[src/rtl/axis_labcontrol_master.sv]
// AXI4-Stream slave to LabControl bus master.
// Each accepted beat becomes one setup/strobe/hold write cycle on DIOA..DIOD.
module axis_labcontrol_master #(
  parameter int           AXIS_DATA_WIDTH = 16,
  parameter int           LC_DATA_WIDTH   = 16,
  parameter logic [7:0]   LC_ADDRESS      = 8'hFF,
  parameter logic [2:0]   LC_SUBBUS       = 3'd0,
  parameter bit           TWOS_COMPL      = 1'b1,
  parameter int           SETUP_CYCLES    = 4,
  parameter int           STROBE_CYCLES   = 8,
  parameter int           HOLD_CYCLES     = 4
) (
  input  logic                       s_axis_aclk,
  input  logic                       s_axis_areset,
  input  logic [AXIS_DATA_WIDTH-1:0] s_axis_tdata,
  input  logic                       s_axis_tvalid,
  output logic                       s_axis_tready,
  output logic [7:0]                 DIOA,
  output logic [7:0]                 DIOB,
  output logic [7:0]                 DIOC,
  output logic [7:0]                 DIOD,
  output logic                       lc_oe,
  output logic                       busy
);

  typedef enum logic [1:0] {
    IDLE,
    SETUP,
    STROBE,
    HOLD
  } state_t;

  localparam logic [7:0] SETUP_LD  = 8'(SETUP_CYCLES - 1);
  localparam logic [7:0] STROBE_LD = 8'(STROBE_CYCLES - 1);
  localparam logic [7:0] HOLD_LD   = 8'(HOLD_CYCLES - 1);

  state_t      r_state;
  logic [7:0]  r_cnt;
  logic        r_tready;
  logic [7:0]  r_dioa;
  logic [7:0]  r_diob;
  logic [7:0]  r_dioc;
  logic [7:0]  r_diod;
  logic        r_oe;
  logic        r_busy;
  logic [15:0] w_word;

  // Fit the AXIS word onto the fixed 16-bit LabControl data bus
  generate
    if (AXIS_DATA_WIDTH >= LC_DATA_WIDTH) begin : g_trunc
      assign w_word = s_axis_tdata[LC_DATA_WIDTH-1:0];
    end else if (TWOS_COMPL) begin : g_sext
      assign w_word = {{(LC_DATA_WIDTH-AXIS_DATA_WIDTH)
                       {s_axis_tdata[AXIS_DATA_WIDTH-1]}},
                       s_axis_tdata};
    end else begin : g_zext
      assign w_word = {{(LC_DATA_WIDTH-AXIS_DATA_WIDTH){1'b0}},
                       s_axis_tdata};
    end
  endgenerate

  always_ff @(posedge s_axis_aclk or posedge s_axis_areset) begin
    if (s_axis_areset) begin
      r_state  <= IDLE;
      r_cnt    <= 8'd0;
      r_tready <= 1'b0;
      r_dioa   <= 8'd0;
      r_diob   <= 8'd0;
      r_dioc   <= 8'd0;
      r_diod   <= 8'd0;
      r_oe     <= 1'b0;
      r_busy   <= 1'b0;
    end else begin
      unique case (r_state)
        IDLE: begin
          if (s_axis_tvalid && r_tready) begin
            r_state  <= SETUP;
            r_cnt    <= SETUP_LD;
            r_tready <= 1'b0;
            r_dioa   <= w_word[7:0];
            r_diob   <= w_word[15:8];
            r_dioc   <= LC_ADDRESS;
            r_diod   <= {3'b000, LC_SUBBUS, 1'b0, 1'b0};
            r_oe     <= 1'b1;
            r_busy   <= 1'b1;
          end else begin
            r_tready <= 1'b1;
          end
        end
        SETUP: begin
          if (r_cnt == 8'd0) begin
            r_state   <= STROBE;
            r_cnt     <= STROBE_LD;
            r_diod[0] <= 1'b1;
          end else begin
            r_cnt <= r_cnt - 8'd1;
          end
        end
        STROBE: begin
          if (r_cnt == 8'd0) begin
            r_state   <= HOLD;
            r_cnt     <= HOLD_LD;
            r_diod[0] <= 1'b0;
          end else begin
            r_cnt <= r_cnt - 8'd1;
          end
        end
        HOLD: begin
          if (r_cnt == 8'd0) begin
            r_state  <= IDLE;
            r_tready <= 1'b1;
            r_dioa   <= 8'd0;
            r_diob   <= 8'd0;
            r_dioc   <= 8'd0;
            r_diod   <= 8'd0;
            r_oe     <= 1'b0;
            r_busy   <= 1'b0;
          end else begin
            r_cnt <= r_cnt - 8'd1;
          end
        end
        default: r_state <= IDLE;
      endcase
    end
  end

  assign s_axis_tready = r_tready;
  assign DIOA          = r_dioa;
  assign DIOB          = r_diob;
  assign DIOC          = r_dioc;
  assign DIOD          = r_diod;
  assign lc_oe         = r_oe;
  assign busy          = r_busy;

endmodule

[config.mk]
export PLATFORM = sky130hd
export DESIGN_NAME = axis_labcontrol_master
export DESIGN_NICKNAME = d
export VERILOG_FILES = /design/src/rtl/axis_labcontrol_master.sv
export SDC_FILE = /design/constraint.sdc
export NUM_CORES = 1
export LEC_CHECK = 0
export ABC_AREA = 1
export BUFFER_PORTS_ARGS = -buffer_cell sky130_fd_sc_hd__buf_2
export CAP_MARGIN = 40
export CORE_UTILIZATION = 40
export DETAILED_ROUTE_END_ITERATION = 7
export PLACE_DENSITY = 0.68
export SETUP_SLACK_MARGIN = 0.15
export SLEW_MARGIN = 20
export SYNTH_ARGS = -nofsm -noshare
export SYNTH_HDL_FRONTEND = slang
export SYNTH_SLANG_ARGS = --single-unit
[constraint.sdc]
create_clock -name s_axis_aclk -period 4.11 [get_ports s_axis_aclk]
set_clock_uncertainty 0.15 [all_clocks]
set_input_delay 0.822 -clock s_axis_aclk [delete_from_list [all_inputs] [get_ports s_axis_aclk]]
set_output_delay 0.822 -clock s_axis_aclk [all_outputs]
set_load 0.005 [all_outputs]
# Word-level counts from Yosys, hierarchy flattened
# Cells that the tools add are included.
dict set report classes {
  n_addsub 1
  multipliers 0
  n_div 0
  n_lt_le_gt_ge 0
  eq_ne 8
  shift 0
  mux 26
  bitwise_logic 0
  reduce_logical 8
}
# op n
set op_table {}
lappend op_table {{2-to-1 mux 8 bit} 9}
lappend op_table {{case mux 8 bit (2 select lines)} 3}
lappend op_table {{case mux 8 bit (4 select lines)} 1}
lappend op_table {{case mux 7 bit (2 select lines)} 1}
lappend op_table {{!= test 2 bit (second input constant)} 5}
lappend op_table {{zero test 8 bit} 1}
lappend op_table {{2-to-1 mux 2 bit} 4}
lappend op_table {{case mux 2 bit (4 select lines)} 1}
lappend op_table {{subtractor 8 x 1 -> 8 bit (second input constant)} 1}
lappend op_table {{== test 2 bit (second input constant)} 2}
lappend op_table {{2-to-1 mux 1 bit} 4}
lappend op_table {{case mux 1 bit (2 select lines)} 2}
lappend op_table {{case mux 1 bit (4 select lines)} 1}
lappend op_table {{AND reduction 2 bit} 2}
lappend op_table {{AND reduction 4 bit} 1}
lappend op_table {{AND reduction 3 bit} 1}
lappend op_table {{== test 2 x 1 -> 1 bit (second input constant)} 1}
lappend op_table {{zero test 2 bit} 1}
lappend op_table {{nonzero test 2 bit} 1}
lappend op_table {{logical AND 1 bit} 1}
dict set report word_totals {
  regBits 44
  latch_bits 0
  ram_bits 0
  mem_bits_ro 0
  in_bits 19
  out_inout_bits 35
  memories 0
}

# Depth between registers and ports, before layout
# Gate-level depths: netlist of run 1.
dict set report logic_depth {
  depth_word 3
  depth_mapped 10
}

# Least setup slack after synthesis of run 1
# OpenSTA, ideal clock, no wires.
dict set report synth_timing {
  path_kind {input port to flip-flop}
  from {in s_axis_tvalid}
  to {reg r_dioc[6], in the netlist DIOC[6]}
  t_arrival_ns 1.432
  t_required_ns 3.843
  setup_slack_ns 2.410
  stages 6
  path_buffers 1
  path_cell_list {nand2_1 nand2_1 nand3_4 buf_6 nand2_1 nand2_1}
}
dict set report synth_via {
  elab_chain_cells 3
}
# element line_no
set synth_rtl {}
lappend synth_rtl {{start, declared} 16} ;# input logic s_axis_tvalid,
lappend synth_rtl {{logical AND 1 bit} 76} ;# if (s_axis_tvalid && r_tready) begin
lappend synth_rtl {{!= test 2 bit (no source line)} n/a}
lappend synth_rtl {{AND reduction 3 bit (no source line)} n/a}
lappend synth_rtl {{end signal, assigned} 69} ;# r_dioc <= 8'd0;
lappend synth_rtl {{end signal, assigned} 82} ;# r_dioc <= LC_ADDRESS;
lappend synth_rtl {{end signal, assigned} 114} ;# r_dioc <= 8'd0;
lappend synth_rtl {{end, declared} 42} ;# logic [7:0] r_dioc;
# No other way between the ends.
# A chain may end at the register's enable or synchronous reset.

==> results of run 1 <==
==> stage by stage <==
stage / power, mW / area (um2) / hold slack [ns] / worst slack (ns)
floorplan: 0.302 / 1630 / 0.299 / 2.41
global placement: 0.307 / 1790 / 0.304 / 2.13
detailed placement: 0.311 / 1820 / 0.305 / 2.12
CTS: 0.536 / 1900 / 0.320 / 2.18
global route: 0.551 / 1900 / 0.350 / 1.97
finish: 0.531 / 1900 / 0.316 / 2.21
==> cells in the mapped netlist <==
| cell type | number | share of area, % |
|---|---|---|
| a21oi_1 | 3 | 0.93 |
| buf_2 | 1 | 0.31 |
| buf_4 | 16 | 7.5 |
| buf_6 | 1 | 0.70 |
| clkbuf_2 | 1 | 0.31 |
| clkinv_1 | 1 | 0.23 |
| conb_1 | 1 | 0.23 |
| dfrtp_1 | 29 | 45 |
| ha_1 | 6 | 4.7 |
| inv_1 | 18 | 4.2 |
| inv_2 | 2 | 0.47 |
| nand2_1 | 83 | 19 |
| nand2_2 | 4 | 1.6 |
| nand2_4 | 1 | 0.70 |
| nand3_1 | 8 | 2.5 |
| nand3_4 | 1 | 1.1 |
| nand4_1 | 1 | 0.39 |
| nor2_1 | 11 | 2.6 |
| nor2_2 | 1 | 0.39 |
| nor2_4 | 1 | 0.70 |
| nor3_1 | 1 | 0.31 |
| o21ai_0 | 7 | 2.2 |
| o21ai_1 | 1 | 0.31 |
| o21bai_1 | 1 | 0.47 |
| or2_2 | 2 | 0.78 |
| xnor2_1 | 1 | 0.54 |
| xor2_1 | 3 | 1.6 |
==> power groups by stage <==
stage,combinational [mW],clock (mW),sequential [mW]
floorplan,0.0109,0,0.291
global placement,0.0167,0,0.291
detailed placement,0.0199,0,0.291
CTS,0.0200,0.230,0.285
global route,0.0220,0.243,0.285
finish,0.0192,0.226,0.285
==> logic make-up after synthesis <==
logic type	after synthesis	share of synthesized area, %
and+or+nand+nor	114	30.3
buffers and inverters	40	13.7
DFF	29	45.1
AOI/OAI and AO/OA	12	3.88
adders and majority gates	6	4.66
xor gates and xnor gates	4	2.18
other	1	0.233
==> path summary, 6_finish.rpt <==
check | depth (start not counted) | to | slack [ns] | from
max | 1 | DIOC[2] | 2.21 | DIOC[6]
min | 2 | DIOB[7] | 0.32 | DIOB[7]
max reg2reg | 8 | DIOB[3] | 2.24 | r_state[1]
min reg2reg | 2 | DIOB[7] | 0.32 | DIOB[7]
max in group asynchronous | 3 | r_cnt[2] | 2.96 | s_axis_areset
min in group asynchronous | 2 | DIOB[0] | 0.40 | s_axis_areset
==> final cells by class <==
type,count,area [um2],area share [%]
well taps,48,60.1,3.16
inverters,21,78.8,4.15
clock inverters,2,10.0,0.527
clock buffers,6,72.6,3.82
multi-input cells,143,687,36.2
flip-flops and latches,29,726,38.2
repair buffers,48,265,14.0
==> layer usage <==
metal  wire length [um]  share of wire, %
met1               1420                48
met2               1310                44
met3                183               6.2
met4                 34               1.2
met5                  0                 0
==> sequential cells by signal, summed over array words and instances, names as in the netlist <==
| register | cells |
|---|---|
| DIOC | 1 |
| DIOD | 1 |
| r_cnt | 8 |
| s_axis_tready | 1 |
| r_state | 2 |
| DIOB | 8 |
| DIOA | 8 |
==> impl_metrics.csv, run 1 <==
group,metric,value,unit
timing,final-max-slew-violation-count,0,
global_routing,grtUsageMet1,19.0,%
clock_tree,cts_tree,"done",
timing,setup_viol,0,
pwr,switching_share,22.4,%
pwr,combPwrFrac,3.6,%
synth,yosysUniqueCellTypes,27,
pwr,power_frac_seq,53.8,%
timing,rsz0062_at_grt,"no",
global_routing,antenna_found_initial,0,
pwr,cellPowerDensity,279,nW/um2
die,fp.dieH,65.5,um
place,port_buffers,46,
pwr,clkPwrFrac,42.6,%
drt,drt_iter0_drc,30,
worst_setup_path,cp-end-kind,"primary output",
clock_tree,cts_max_level,2,
final_layout,nNetsFinal,273,
clock_tree,cts-hold-fix-buffers,0,
clock_tree,cts_buffers,5,
final_layout,final_common_cell,"nand2_1",
worst_setup_path,critPathRequiredTime,3.14,ns
die,initial_core_util,42.7,%
synth,ys_seq_elements,29,
final_layout,fin_util,50.4,%
timing,finalCritPeriodShare,46.3,%
clock_tree,post_cts_buffers,0,
worst_hold_path,min_path_type,"register to register",
synth,syn_area_per_cell,7.82,um2
final_layout,syn_to_final_growth,17.9,%
synth,synthCells,206,
global_routing,grt-ovfl-total,0,
timing,fmax,525,MHz
worst_setup_path,path_cells,"buf_2",
clock_tree,cts_resized,0,
flow_run,drv_cap,0,
synth,synth_warnings,0,
global_routing,use_met3,5.03,%
worst_setup_path,cp_top_family,"flip-flops",
place,hpwl,2210,um
timing,period_minus_slack,1.90,ns
worst_setup_path,start_kind,"register",
worst_setup_path,worst-path-max-fanout,11,
die,die_w,65.5,um
worst_setup_path,max_stage_delay,0.49,ns
die,fp-row-count,22,
global_routing,grt.busiest_layer,"met2",
final_layout,num_antenna_cells,0,
drt,vias,1301,
worst_setup_path,cp_slowest_cell,"dfrtp_1",
place,gp_congestion,0.804,
final_layout,drive_gt1_share,26.9,%
global_routing,grt_pass1_wl,5010,um
timing,final.setup.tns,0,ns
worst_setup_path,crit_arrival,0.93,ns
drt,routed_wl,2950,um
place,place_inst,289,
global_routing,grt_max_degree,20,
clock_tree,clk_pin_slew_worst_paths,0.06,ns
worst_setup_path,critical_path_buf_inv_count,1,
clock_tree,clock_latency,0.28,ns
final_layout,fin_cells,297,
synth,ys_seq_area_share,45.1,%
pwr,p_int,0.412,mW
drt,ant_nets,0,
clock_tree,cts.sinks,29,
global_routing,gr-usage-met2,25.1,%
timing,finalHoldViolations,0,
synth,synth.cell_area,1610,um2
final_layout,fill_cells,401,
pwr,switchingPower,0.119,mW
global_routing,grt_pass1_vias,1192,
drt,avgViaCountPerCell,4.38,
die,io_pins,54,
die,core_area,3770,um2
pwr,ir_worst_vdd,209,uV
final_layout,final_cell_mix,"83 x nand2_1, 46 x buf_2, 29 x dfrtp_1",
drt,wire_per_inst,9.93,um
clock_tree,clock_path_buffers,2,
worst_setup_path,path_class,"register to primary output",
outcome,status,"finished clean",
drt,firstDrtPassIters,4,
clock_tree,cts_root_buffer,"clkbuf_8",
die,die_area,4280,um2
global_routing,grt_usage,15.4,%
pwr,leakage,1.15,nW
drt,drt_drc_violations_left,0,
Power figures use the tool's default switching activity.
==> run 2, diff against run 1 <==
==> constraint.sdc (replaced) <==
create_clock -name s_axis_aclk -period 1.8 [get_ports s_axis_aclk]
set_clock_uncertainty 0.15 [all_clocks]
set_input_delay 0.36 -clock s_axis_aclk [delete_from_list [all_inputs] [get_ports s_axis_aclk]]
set_output_delay 0.36 -clock s_axis_aclk [all_outputs]
set_load 0.005 [all_outputs]
==> impl_metrics.csv, run 2 (synthesis gave the netlist of run 1 again) <==
group,metric,value,unit
clock_tree,cts_root_buffer,"clkbuf_8",
final_layout,seqCellArea,726,um2
worst_hold_path,min_path_type,"primary input to register",
drt,wire_per_inst,11.3,um
drt,vias,1408,
global_routing,antenna_found_initial,0,
worst_setup_path,path_class,"register to register",
worst_setup_path,critPathRequiredTime,1.82,ns
die,initial_core_util,42.7,%
place,gp_congestion,0.815,
place,dpl_cell_area,1810,um2
die,die_area,4280,um2
global_routing,grt_max_degree,30,
global_routing,grt_pass1_wl,5420,um
timing,finalHoldViolations,0,
drt,routed_wl,3460,um
global_routing,grt_pass1_vias,1261,
timing,setup_viol,0,
die,fp-row-count,22,
die,fp.dieH,65.5,um
drt,firstDrtPassIters,4,
final_layout,drive_gt1_share,39.4,%
worst_setup_path,cp-end-kind,"register",
pwr,cellPowerDensity,584,nW/um2
clock_tree,clk_pin_slew_worst_paths,0.06,ns
final_layout,num_antenna_cells,0,
worst_setup_path,crit_arrival,1.68,ns
clock_tree,clock_path_buffers,2,
drt,drt_drc_violations_left,0,
timing,fmax,605,MHz
global_routing,gr-usage-met2,27.2,%
clock_tree,cts.sinks,29,
final_layout,multi_input_area,813,um2
global_routing,use_met3,4.17,%
place,hpwl,2230,um
die,die_w,65.5,um
pwr,power,1.21,mW
global_routing,grt.busiest_layer,"met2",
clock_tree,cts_max_level,2,
place,port_buffers,46,
final_layout,finalInstanceArea,2070,um2
final_layout,final_cell_mix,"72 x nand2_1, 46 x buf_2, 29 x dfrtp_1",
clock_tree,cts_buffers,5,
die,core_area,3770,um2
global_routing,grt_usage,16.8,%
drt,avgViaCountPerCell,4.59,
flow_run,drv_cap,0,
final_layout,final_common_cell,"nand2_1",
worst_setup_path,start_kind,"register",
outcome,status,"finished clean",
worst_setup_path,worst-path-max-fanout,4,
timing,period_minus_slack,1.65,ns
pwr,ir_worst_vdd,357,uV
timing,rsz0062_at_grt,"yes",
timing,finalCritPeriodShare,91.9,%
pwr,leakage,1.19,nW
final_layout,nNetsFinal,283,
final_layout,syn_to_final_growth,28.4,%
final_layout,fill_cells,362,
clock_tree,cts_tree,"done",
global_routing,grt-ovfl-total,0,
timing,final-max-slew-violation-count,0,
clock_tree,clock_latency,0.29,ns
die,io_pins,54,
drt,drt_iter0_drc,70,
global_routing,grtUsageMet1,20.7,%
drt,ant_nets,0,
==> run 2: final cells by class <==
cell class                      count  share of cell area, %
Clock buffer                        6                   3.51
Clock inverter                      2                  0.484
Inverter                           21                   3.81
Multi-Input combinational cell    145                   39.3
Sequential cell                    29                   35.1
Tap cell                           48                   2.90
Timing Repair Buffer               56                   14.9
==> run 2: timing repair <==
item | 4_1_cts | 5_1_grt
endpoints found under the setup margin | 28 | 29
pin swaps | 2 | 4
resized for setup | 7 | 27
setup buffers | 3 | 2
gates cloned | 1 | 1
endpoints found under the hold margin | 29 | 0
hold buffers | 1 | 0
==> run 2: report_power, final <==
part / switching (mW) / total, mW / internal, mW
logic: 0.0227 / 0.0396 / 0.0169
registers: 0 / 0.652 / 0.652
clock network: 0.249 / 0.516 / 0.267
total: 0.272 / 1.21 / 0.936
==> run 2: path summary, 6_finish.rpt <==
path / from / to / slack [ns] / cells past startpoint
setup / recovery: r_state[0] / r_state[1] / 0.15 / 9
hold / removal: s_axis_tdata[1] / DIOA[1] / 0.11 / 3
setup reg to reg: r_state[0] / r_state[1] / 0.15 / 9
hold reg to reg: DIOA[2] / DIOA[2] / 0.32 / 2
max in group asynchronous: s_axis_areset / s_axis_tready / 0.67 / 4
min in group asynchronous: s_axis_areset / DIOA[3] / 0.54 / 4
==> run 2: critical path, cell delays in order, from the launching register on <==
cell     delay, ns
dfrtp_1       0.38
inv_2         0.08
ha_2          0.19
or2_4         0.27
nor2_4        0.15
nor2_4        0.05
inv_2         0.07
nand2_2       0.08
nand2_2       0.07
nand2_1       0.05
==> run 2: metrics by stage <==
step	setup WS [ns]	hold slack (ns)	TNS (ns)	util, %	cells
floorplan	0.169	0.288	0	-	212
global placement	0.0770	0.301	0	48.0	291
detailed placement	-0.00500	0.307	-0.00661	48.0	291
CTS	0.109	0.114	0	51.9	304
global route	0.0705	0.120	0	54.8	307
finish	0.146	0.115	0	54.8	307
==> run 2: layer usage <==
metal / wire [um] / share of wire, %
met1: 1570 / 45
met2: 1670 / 48
met3: 178 / 5.1
met4: 51 / 1.5
met5: 0 / 0
==> run 3, diff against run 2 <==
--- a/config.mk
+++ b/config.mk
@@ -10,6 +10,7 @@
 export CAP_MARGIN = 40
 export CORE_UTILIZATION = 40
 export DETAILED_ROUTE_END_ITERATION = 7
+export MAX_ROUTING_LAYER = met4
 export PLACE_DENSITY = 0.68
 export SETUP_SLACK_MARGIN = 0.15
 export SLEW_MARGIN = 20
==> impl_metrics.csv, run 3 (synthesis gave the netlist of run 1 again) <==
group,metric,value,unit
outcome,status,"finished clean",
clock_tree,cts_root_buffer,"clkbuf_8",
drt,drt_drc_violations_left,0,
worst_setup_path,critPathRequiredTime,1.83,ns
place,place_inst,291,
die,fp-row-count,22,
pwr,p_int,0.936,mW
pwr,power_frac_seq,54.0,%
timing,setup_viol,0,
final_layout,nNetsFinal,283,
pwr,cellPowerDensity,584,nW/um2
place,hpwl,2230,um
global_routing,grt_pass1_wl,5420,um
die,fp.dieH,65.5,um
global_routing,grt_pass1_vias,1261,
worst_setup_path,cp-end-kind,"register",
pwr,combPwrFrac,3.3,%
pwr,leakage,1.19,nW
clock_tree,cts_buffers,5,
global_routing,grt-ovfl-total,0,
drt,routed_wl,3470,um
final_layout,final_cell_mix,"72 x nand2_1, 46 x buf_2, 29 x dfrtp_1",
die,initial_core_util,42.7,%
die,die_area,4280,um2
clock_tree,clock_path_buffers,2,
timing,hold_slack,0.115,ns
drt,ant_nets,0,
drt,firstDrtPassIters,4,
worst_setup_path,path_class,"register to register",
timing,finalCritPeriodShare,91.9,%
clock_tree,cts.sinks,29,
die,core_area,3770,um2
final_layout,seqCellArea,726,um2
drt,wire_per_inst,11.3,um
global_routing,grt_usage,17.2,%
timing,finalHoldViolations,0,
worst_setup_path,worst-path-max-fanout,4,
pwr,switchingPower,0.272,mW
timing,final-max-slew-violation-count,0,
worst_setup_path,crit_arrival,1.68,ns
timing,fmax,605,MHz
timing,rsz0062_at_grt,"yes",
die,io_pins,54,
timing,period_minus_slack,1.65,ns
die,die_w,65.5,um
clock_tree,cts_tree,"done",
clock_tree,clock_latency,0.29,ns
pwr,clkPwrFrac,42.8,%
place,port_buffers,46,
final_layout,drive_gt1_share,39.4,%
final_layout,syn_to_final_growth,28.4,%
place,gp_congestion,0.827,
drt,avgViaCountPerCell,4.58,
final_layout,fin_cells,307,
flow_run,drv_cap,0,
clock_tree,clk_pin_slew_worst_paths,0.06,ns
worst_setup_path,start_kind,"register",
pwr,switching_share,22.5,%
clock_tree,cts_max_level,2,
drt,drt_iter0_drc,69,
global_routing,grt_max_degree,30,
worst_hold_path,min_path_type,"primary input to register",
final_layout,final_common_cell,"nand2_1",
global_routing,antenna_found_initial,0,
pwr,ir_worst_vdd,357,uV
final_layout,num_antenna_cells,0,
final_layout,multi_input_area,813,um2
final_layout,fill_cells,362,
drt,vias,1407,
## run 3: path summary, 6_finish.rpt
check	from	endpoint	slack, ns	depth (start not counted)
setup / recovery	r_state[0]	r_state[1]	0.15	9
hold / removal	s_axis_tdata[1]	DIOA[1]	0.11	3
setup reg to reg	r_state[0]	r_state[1]	0.15	9
hold reg to reg	DIOA[2]	DIOA[2]	0.32	2
max in group asynchronous	s_axis_areset	s_axis_tready	0.67	4
min in group asynchronous	s_axis_areset	DIOA[3]	0.54	4
## run 3: layer usage
metal / GRT usage, % / up-vias / wire length (um)
li1: - / 712 / -
met1: 20.7 / 645 / 1590
met2: 27.2 / 44 / 1660
met3: 4.17 / 6 / 172
met4: 8.15 / 0 / 51
met5: - / - / 0
## run 3: power groups by stage
stage | logic [mW] | clock network (mW) | registers [mW]
after floorplan | 0.0249 | 0 | 0.664
after global placement | 0.0384 | 0 | 0.664
after detailed placement | 0.0387 | 0 | 0.664
after CTS | 0.0404 | 0.530 | 0.652
after global routing | 0.0461 | 0.550 | 0.651
final | 0.0396 | 0.517 | 0.652
## run 3: repair_timing
| item | in CTS | in global routing |
|---|---|---|
| gates resized for setup | 7 | 27 |
| gates cloned | 1 | 1 |
| hold buffers | 1 | 0 |
| pin swaps | 2 | 4 |
| hold endpoints to repair | 29 | 0 |
| setup buffers | 3 | 2 |
| setup endpoints to repair | 28 | 29 |
## run 3: critical path, cell delays in order, from the launching register on
cell and delay (ns):
dfrtp_1 0.38, inv_2 0.08, ha_2 0.19, or2_4 0.27, nor2_4 0.15, nor2_4 0.05
inv_2 0.07, nand2_2 0.08, nand2_2 0.07, nand2_1 0.05
## run 3: area by class of cell
class | instances | share of cell area (%)
multi-input cells | 145 | 39.3
flip-flops and latches | 29 | 35.1
repair buffers | 56 | 14.9
inverters | 21 | 3.81
clock buffers | 6 | 3.51
well taps | 48 | 2.90
clock inverters | 2 | 0.484
## run 3: per-stage QoR
step                      instance area, um2  setup WS [ns]  TNS (ns)  util, %  total power [mW]
after detailed placement                1810       -0.00500  -0.00661     48.0             0.702
after CTS                               1960          0.109         0     51.9              1.22
after global placement                  1810         0.0770         0     48.0             0.702
final                                   2070          0.146         0     54.8              1.21
after floorplan                         1630          0.169         0        -             0.689
after global routing                    2070         0.0705         0     54.8              1.25
